## src/rtl/tdm_demux.sv

```systemverilog
// rtl/tdm_demux.sv - TDM serial-to-parallel demultiplexer with flywheel frame-sync tracking
module tdm_demux #(
   parameter int N_CH     = 2,
   parameter int MAX_MISS = 2,
   localparam int CW      = (N_CH > 2) ? $clog2(N_CH) : 1
) (
   input  logic            clk,
   input  logic            rst,
   input  logic            din,
   input  logic            sync,
   output logic [N_CH-1:0] y,
   output logic            valid,
   output logic [CW-1:0]   sel,
   output logic            locked,
   output logic            err
);

   typedef enum logic {HUNT, LOCKED} state_t;

   localparam logic [CW-1:0] LAST     = CW'(N_CH - 1);
   localparam logic [2:0]    MISS_LIM = 3'(MAX_MISS);

   state_t          state;
   logic [2:0]      miss_cnt;
   logic [N_CH-2:0] partial;

   always_ff @(posedge clk) begin
      if (rst) begin
         state    <= HUNT;
         miss_cnt <= '0;
         partial  <= '0;
         y        <= '0;
         valid    <= 1'b0;
         err      <= 1'b0;
         locked   <= 1'b0;
         sel      <= '0;
      end else begin
         valid <= 1'b0;
         err   <= 1'b0;
         if (state == HUNT) begin
            sel <= '0;
            if (sync) begin
               partial    <= '0;
               partial[0] <= din;
               sel        <= CW'(1);
               miss_cnt   <= '0;
               state      <= LOCKED;
               locked     <= 1'b1;
            end
         end else if (sync && sel != '0) begin
            // Misplaced strobe: the strobe is trusted over the flywheel, restart the frame here.
            err        <= 1'b1;
            partial    <= '0;
            partial[0] <= din;
            sel        <= CW'(1);
            miss_cnt   <= '0;
         end else if (sel == '0 && !sync && (miss_cnt + 3'd1) == MISS_LIM) begin
            state    <= HUNT;
            locked   <= 1'b0;
            sel      <= '0;
            partial  <= '0;
            miss_cnt <= '0;
         end else begin
            if (sel == '0)
               miss_cnt <= sync ? 3'd0 : miss_cnt + 3'd1;
            if (sel == LAST) begin
               y     <= {din, partial};
               valid <= 1'b1;
               sel   <= '0;
            end else begin
               for (int i = 0; i < N_CH - 1; i++)
                  if (sel == CW'(i))
                     partial[i] <= din;
               sel <= sel + 1'b1;
            end
         end
      end
   end

endmodule

```

## config.mk

```make
export PLATFORM = sky130hd
export DESIGN_NAME = tdm_demux
export DESIGN_NICKNAME = d
export VERILOG_FILES = /design/src/rtl/tdm_demux.sv
export SDC_FILE = /design/constraint.sdc
export NUM_CORES = 1
export LEC_CHECK = 0
export ABC_AREA = 1
export CORE_AREA = 2 2 39 41
export DETAILED_ROUTE_END_ITERATION = 8
export DIE_AREA = 0 0 41 43
export GPL_ROUTABILITY_DRIVEN = 1
export GPL_TIMING_DRIVEN = 1
export HOLD_SLACK_MARGIN = 0.08
export SLEW_MARGIN = 20
export SYNTH_ARGS = -nofsm -noshare
export SYNTH_HDL_FRONTEND = slang
export SYNTH_SLANG_ARGS = --single-unit
```

## constraint.sdc

```tcl
create_clock -name clk -period 2.9 [get_ports clk]
set_clock_uncertainty 0.05 [all_clocks]
set_input_delay 0.58 -clock clk [delete_from_list [all_inputs] [get_ports clk]]
set_output_delay 0.58 -clock clk [all_outputs]
set_load 0.02 [all_outputs]
```

==> results.cfg, run 1 <==
[job]
maxCapViolations = 0

[sta]
rsz0062_at_grt = false
hold_viol_final = 0
setup-tns-final_ps = 0
finalCritPeriodShare_pct = 66.1
slew_viol_final = 0
max_freq_mhz = 521
setup_viol = 0
fin_crit_ps = 1920
relSlewSlack_pct = 84.3
worst_pin_slew_ps = 235

[synthesis]
synth_cell_types = 16
postSynthCellCount = 58
syn_area_um2 = 460
syn_avg_cell_area_um2 = 7.94
yosysSeqAreaShare_pct = 47.8
ys_warn_count = 0
ys_seq_elements = 11
synth_fp_nets = 64

[floorplan]
placementRows = 14
core_um2 = 1380
die_w_um = 41
start_util_pct = 33.3
die_h_um = 43
dieArea_um2 = 1760
ios = 10

[clocking]
htree_num_levels = 1
cts_buffers = 3
clkTransAtPathRegs_ps = 70
cts_root_buf = clkbuf_4
clk_latency_ps = 270
cts_resized = 0
cts_sinks = 11
hold_buffers = 0
cts_setup_buffers = 0
cts_tree = yes
cts_buffer_depth = 2

[layout]
multiInputGateArea_um2 = 199
stdcell_count = 87
n_antenna_cell = 0
final_area_um2 = 597
n_fill_cell = 151
final_common_cell = dfxtp_1
drive_above_1_share_pct = 12.7
syn2layout_area_growth_pct = 29.6
final_cell_mix = dfxtp_1 (11), inv_1 (9), clkdlybuf4s50_1 (9)
nNetsFinal = 78
seqCellArea_um2 = 220

[placement]
place_area_um2 = 571
io_buffers = 9
dp_hpwl_um = 652
placed_cells = 83
gp_congestion = 0.792

[global_routing]
grt_pass1_wl_mm = 1.55
grt.overflow.total = 0
grt_use_met2_pct = 17.2
met3_usage_pct = 3.14
grt_usage_pct = 13.5
grt_pass1_vias = 386
grt.busiest_layer = met1
grt_max_degree = 8
met1_usage_pct = 18.1
antenna_found_initial = 0

[worst_setup_path]
crit_family = buffers and inverters
arrival_ps = 1290
cp_data_required_time_ps = 2270
critPathCaptureType = output pin
timing.critical_path.cells = clkdlybuf4s50_1
critPathBufInv = 1
cp-start-kind = register
path_class = reg -> out
crit_path_top_delay_cell = clkdlybuf4s50_1
critPathMaxFanout = 4
max_stage_delay_ps = 620

[detailed_routing]
ant_nets = 0
wl_per_cell_um = 10.1
routed_wirelength_um = 880
drtIter0Drc = 10
vias = 411
drtPass1Iterations = 4
drc = 0
routed_via_density = 4.72

[power_and_ir_drop]
ir_drop_uv = 205
leakagePower_nw = 0.244
power.density_nw_per_um2 = 526

[run_status]
outcome = finished clean

[hold_path]
hp-class = reg -> reg
==> cell usage after synthesis <==
| library cell | instances | area share, % |
|---|---|---|
| nand3_1 | 6 | 6.5 |
| o21a_1 | 1 | 1.6 |
| nand2_1 | 6 | 4.9 |
| nand3_2 | 1 | 2.2 |
| dfxtp_1 | 11 | 48 |
| o211ai_1 | 1 | 1.6 |
| a21oi_1 | 7 | 7.6 |
| inv_1 | 9 | 7.3 |
| nand2_2 | 2 | 2.7 |
| o21ai_0 | 4 | 4.3 |
| nor2_2 | 1 | 1.4 |
| nor4_1 | 1 | 1.4 |
| nor2_1 | 3 | 2.4 |
| nor3_1 | 1 | 1.1 |
| ha_1 | 2 | 5.4 |
| inv_2 | 2 | 1.6 |
==> logic make-up (layout without fill, tap and decap cells) <==
logic type      count (synthesis)  after routing  synth area share (%)
simple gates                   21             21                  22.6
flops                          11             11                  47.8
buf+inv                        11             24                  8.97
fa+ha+maj                       2              2                  5.43
compound gates                 13             13                  15.2
==> registers in the layout (all words and copies together) (netlist names) <==
name and count:
err 1, locked 1, miss_cnt 3, partial 1
sel 1, state 1, valid 1, y 2
==> worst register-to-register path: stages, from the launching register on <==
cell,delay [ps]
dfxtp_1,340
ha_1,220
inv_1,50
nand2_1,60
nand2_1,100
nand3_1,110
o211ai_1,100
inv_1,50
==> path summary, 6_finish.rpt <==
kind,start,endpoint,slack (ps),depth (start not counted)
setup / recovery,sel,sel,980,1
hold / removal,y[0],y[0],390,2
setup reg to reg,miss_cnt[0],state,1710,7
hold reg to reg,y[0],y[0],390,2
==> layer usage <==
layer / vias to the layer above / wire length (um)
met3: 5 / 37
met2: 14 / 370
met4: 0 / 41
li1: 216 / -
met5: - / 0
met1: 176 / 431
==> layout make-up <==
type,count,area share [%]
Inverter,11,6.92
Clock buffer,4,4.40
Sequential cell,11,36.9
Multi-Input combinational cell,36,33.3
Tap cell,16,3.35
Timing Repair Buffer,9,15.1
==> through the flow <==
| stage | power [mW] | utilization [%] | hold slack [ps] | worst slack, ps |
|---|---|---|---|---|
| 2_1_floorplan | 0.193 | - | 418 | 1800 |
| 3_3_place_gp | 0.211 | 41.2 | 386 | 1140 |
| 3_5_place_dp | 0.211 | 41.2 | 389 | 1150 |
| 4_1_cts | 0.316 | 43.1 | 398 | 974 |
| 5_1_grt | 0.333 | 43.1 | 432 | 915 |
| 6_report | 0.314 | 43.1 | 394 | 982 |
==> report_power, final <==
group / internal (mW) / total (mW) / switching [mW]
clock: 0.0534 / 0.107 / 0.0536
combinational: 0.0187 / 0.0422 / 0.0235
sequential: 0.159 / 0.165 / 0.00602
(Power assumes the default switching activity.)
==> run 2: changes to the inputs <==
==> constraint.sdc (replaced) <==
create_clock -name clk -period 1.8 [get_ports clk]
set_clock_uncertainty 0.05 [all_clocks]
set_input_delay 0.36 -clock clk [delete_from_list [all_inputs] [get_ports clk]]
set_output_delay 0.36 -clock clk [all_outputs]
set_load 0.02 [all_outputs]
==> results.cfg, run 2 (synthesized netlist as in run 1, its figures left out) <==
[run_status]
outcome = finished clean

[power_and_ir_drop]
ir_drop_uv = 326
power_frac_seq_pct = 52.5
power_uw = 507
p_sw_uw = 135
swShare_pct = 26.6
p_comb_share_pct = 13.3
leakagePower_nw = 0.244
pwr-share-clk_pct = 34.2
power.density_nw_per_um2 = 850
cellInternalPower_uw = 372

[floorplan]
ios = 10
die_w_um = 41
core_um2 = 1380
placementRows = 14
dieArea_um2 = 1760
die_h_um = 43
start_util_pct = 33.3

[worst_setup_path]
max_stage_delay_ps = 630
crit_cells = 1
critPathCaptureType = output pin
critPathBufInv = 1
timing.rr.start = miss_cnt[0]
timing.critical_path.cells = clkdlybuf4s50_1
arrival_ps = 1300
critPathMaxFanout = 4
crit_family = buffers and inverters
crit_path_top_delay_cell = clkdlybuf4s50_1
startpoint = sel
cp_data_required_time_ps = 1390
cp-start-kind = register
worstRegToRegCells = 7
path_class = reg -> out

[sta]
setup_viol = 0
relSlewSlack_pct = 84.0
worst_pin_slew_ps = 239
finalCritPeriodShare_pct = 95.0
slew_viol_final = 0
setup-tns-final_ps = 0
fin_crit_ps = 1710
hold_viol_final = 0
rsz0062_at_grt = false
hold_ws_ps = 393
max_freq_mhz = 584

[layout]
seqCellArea_um2 = 220
final_cell_mix = dfxtp_1 (11), inv_1 (9), clkdlybuf4s50_1 (9)
final_common_cell = dfxtp_1
largest_reg_flops = 3
largestRegisters = miss_cnt: 3 flops, y: 2 flops
nNetsFinal = 78
largest-register = miss_cnt
n_fill_cell = 149
n_antenna_cell = 0
multiInputGateArea_um2 = 199
syn2layout_area_growth_pct = 29.6
drive_above_1_share_pct = 12.7

[hold_path]
holdPathStages = 2
min_from = y[0]
hp-class = reg -> reg

[clocking]
htree_num_levels = 1
cts_tree = yes
cts_sinks = 11
cts_resized = 0
cts_setup_buffers = 0
hold_buffers = 0
cts_buffers = 3
cts_root_buf = clkbuf_4
clk_latency_ps = 280
cts_buffer_depth = 2
clkTransAtPathRegs_ps = 70

[global_routing]
grt_pass1_vias = 378
grt.overflow.total = 0
grt_usage_pct = 13.5
grt_max_degree = 8
antenna_found_initial = 0
grt_pass1_wl_mm = 1.53

[detailed_routing]
drtPass1Iterations = 4
wl_met2_um = 340
wl_met3_um = 48
wl_per_cell_um = 9.90
m1WireLength_um = 432
routed_wirelength_um = 861
drtIter0Drc = 7
ant_nets = 0
drc = 0
vias = 399
routed_via_density = 4.59
highest_layer = met4

[placement]
gp_congestion = 0.792
dp_hpwl_um = 641
io_buffers = 9

[job]
maxCapViolations = 0
run 2: cell counts in the layout (fill, tap and decap cells not counted):
No cell type changed its count.
run 2: worst paths after layout:
path                end  slack [ps]
setup / recovery    sel          90
hold / removal     y[0]         390
hold reg to reg    y[0]         390
setup reg to reg  state         610
run 2: stage by stage:
stage          util (%)  setup slack [ps]  cell area, um^2  instances
4_1_cts            43.1              88.3              597         87
6_report           43.1              89.1              597         87
3_5_place_dp       41.2               260              571         83
2_1_floorplan         -               716              460         58
5_1_grt            43.1              31.0              597         87
3_3_place_gp       41.2               265              571         83
run 2: area by class of cell:
class	instances	share of cell area, %
Clock buffer	4	4.40
Sequential cell	11	36.9
Inverter	11	6.92
Timing Repair Buffer	9	15.1
Multi-Input combinational cell	36	33.3
Tap cell	16	3.35
run 2: power by group through the flow:
stage	logic [mW]	registers [mW]	clock network, mW
6_report	0.0675	0.266	0.173
5_1_grt	0.0761	0.269	0.188
4_1_cts	0.0678	0.266	0.177
3_5_place_dp	0.0675	0.272	0
3_3_place_gp	0.0677	0.272	0
2_1_floorplan	0.0324	0.278	0
run 2: routing by layer:
metal | global-route usage, % | vias to the layer above
li1 | - | 219
met1 | 17.8 | 163
met2 | 16.6 | 12
met3 | 4.71 | 5
met4 | 12.0 | 0
met5 | 0 | -
==> run 3: changes to the inputs <==
--- a/config.mk
+++ b/config.mk
@@ -12,6 +12,7 @@
 export GPL_ROUTABILITY_DRIVEN = 1
 export GPL_TIMING_DRIVEN = 1
 export HOLD_SLACK_MARGIN = 0.08
+export SETUP_SLACK_MARGIN = 0.1
 export SLEW_MARGIN = 20
 export SYNTH_ARGS = -nofsm -noshare
 export SYNTH_HDL_FRONTEND = slang
==> results.cfg, run 3 (synthesized netlist as in run 1, its figures left out) <==
[clocking]
cts_sinks = 11
cts_root_buf = clkbuf_4
htree_num_levels = 1
cts_buffer_depth = 2
cts_setup_buffers = 0
clkTransAtPathRegs_ps = 70
cts_buffers = 3
cts_tree = yes
clk_latency_ps = 280

[power_and_ir_drop]
pwr-share-clk_pct = 34.3
leakagePower_nw = 0.246
power_frac_seq_pct = 52.6
cellInternalPower_uw = 371
power.density_nw_per_um2 = 849
p_sw_uw = 135
power_uw = 506
p_comb_share_pct = 13.1
ir_drop_uv = 326
swShare_pct = 26.7

[layout]
final_common_cell = dfxtp_1
n_antenna_cell = 0
syn2layout_area_growth_pct = 29.3
final_cell_mix = dfxtp_1 (11), inv_1 (9), clkdlybuf4s50_1 (8)
largest_reg_flops = 3
largest-register = miss_cnt
final_area_um2 = 596
drive_above_1_share_pct = 12.7
largestRegisters = miss_cnt: 3 flops, y: 2 flops
n_fill_cell = 148
nNetsFinal = 78

[floorplan]
placementRows = 14
core_um2 = 1380
die_h_um = 43
start_util_pct = 33.3
dieArea_um2 = 1760
die_w_um = 41
ios = 10

[worst_setup_path]
worstRegToRegCells = 7
timing.rr.start = miss_cnt[0]
startpoint = locked
critPathCaptureType = output pin
arrival_ps = 1220
crit_cells = 1
path_class = reg -> out
cp-start-kind = register
reg2reg_setup_slack_ps = 610
crit_path_top_delay_cell = clkdlybuf4s50_1
timing.critical_path.cells = clkdlybuf4s50_1
critPathBufInv = 1
cp_data_required_time_ps = 1390
endpoint = locked
max_stage_delay_ps = 610
crit_family = buffers and inverters
r2r_end = state
critPathMaxFanout = 2

[detailed_routing]
ant_nets = 0
routed_wirelength_um = 861
drtPass1Iterations = 4
vias = 399
wl_per_cell_um = 9.90
drtIter0Drc = 7
routed_via_density = 4.59
drc = 0

[global_routing]
met1_usage_pct = 17.8
grt_pass1_wl_mm = 1.53
grt_max_degree = 8
grt_use_met2_pct = 16.6
grt.overflow.total = 0
met3_usage_pct = 4.71
antenna_found_initial = 0
grt_usage_pct = 13.5
grt_pass1_vias = 378
grt.busiest_layer = met1

[sta]
finalCritPeriodShare_pct = 90.5
rsz0062_at_grt = false
slew_viol_final = 0
max_freq_mhz = 614
fin_crit_ps = 1630
hold_viol_final = 0
setup_viol = 0
relSlewSlack_pct = 84.0
worst_pin_slew_ps = 239
setup-tns-final_ps = 0

[hold_path]
hp-class = reg -> reg

[placement]
io_buffers = 9
gp_congestion = 0.792
dp_hpwl_um = 641
place_area_um2 = 571

[run_status]
outcome = finished clean

[job]
maxCapViolations = 0
-- run 3: metrics by stage --
step                util, %  setup slack (ps)  cells  hold WS, ps
finish                 43.0               170     87          393
global route           43.0               119     87          429
CTS                    43.0               168     87          397
detailed placement     41.2               260     83          389
global placement       41.2               265     83          386
floorplan                 -               716     58          379
-- run 3: worst min path at each step --
stage,slack (ps),start,endpoint,cells past startpoint
final,390,y[0],y[0],2
after detailed placement,390,y[0],y[0],2
after global placement,390,y[0],y[0],2
after global routing,430,y[0],y[0],2
after floorplan,380,rst,miss_cnt[2],1
after CTS,400,y[0],y[0],2
-- run 3: routing by layer --
layer | wire, um | up-vias
met3 | 48 | 5
met4 | 40 | 0
met5 | 0 | -
li1 | - | 219
met2 | 339 | 12
met1 | 432 | 163
-- run 3: area by class of cell --
class | count | area (um^2) | area share [%]
multi-input combinational | 36 | 199 | 33.4
timing repair buffer | 9 | 88.8 | 14.9
inverter | 11 | 41.3 | 6.93
sequential | 11 | 220 | 37.0
clock buffer | 4 | 26.3 | 4.41
tap | 16 | 20.0 | 3.36
-- run 3: power groups by stage --
| stage | registers [mW] | logic (mW) | clock network (mW) |
|---|---|---|---|
| final | 0.266 | 0.0663 | 0.173 |
| after global routing | 0.269 | 0.0748 | 0.188 |
| after CTS | 0.266 | 0.0666 | 0.177 |
| after detailed placement | 0.272 | 0.0675 | 0 |
| after global placement | 0.272 | 0.0677 | 0 |
| after floorplan | 0.278 | 0.0324 | 0 |
-- run 3: timing repair --
action	in CTS	in global routing
hold buffers	0	0
setup endpoints to repair	1	0
gates resized for setup	1	0
-- run 3: worst register-to-register path, delay by kind of cell (launching register included) --
family | cells | cell delay [ps]
flip-flops | 1 | 340
adder cells (fa/ha/maj) | 1 | 220
AO/OA/AOI/OAI | 1 | 100
AND/OR/NAND/NOR | 3 | 280
buffers and inverters | 2 | 100
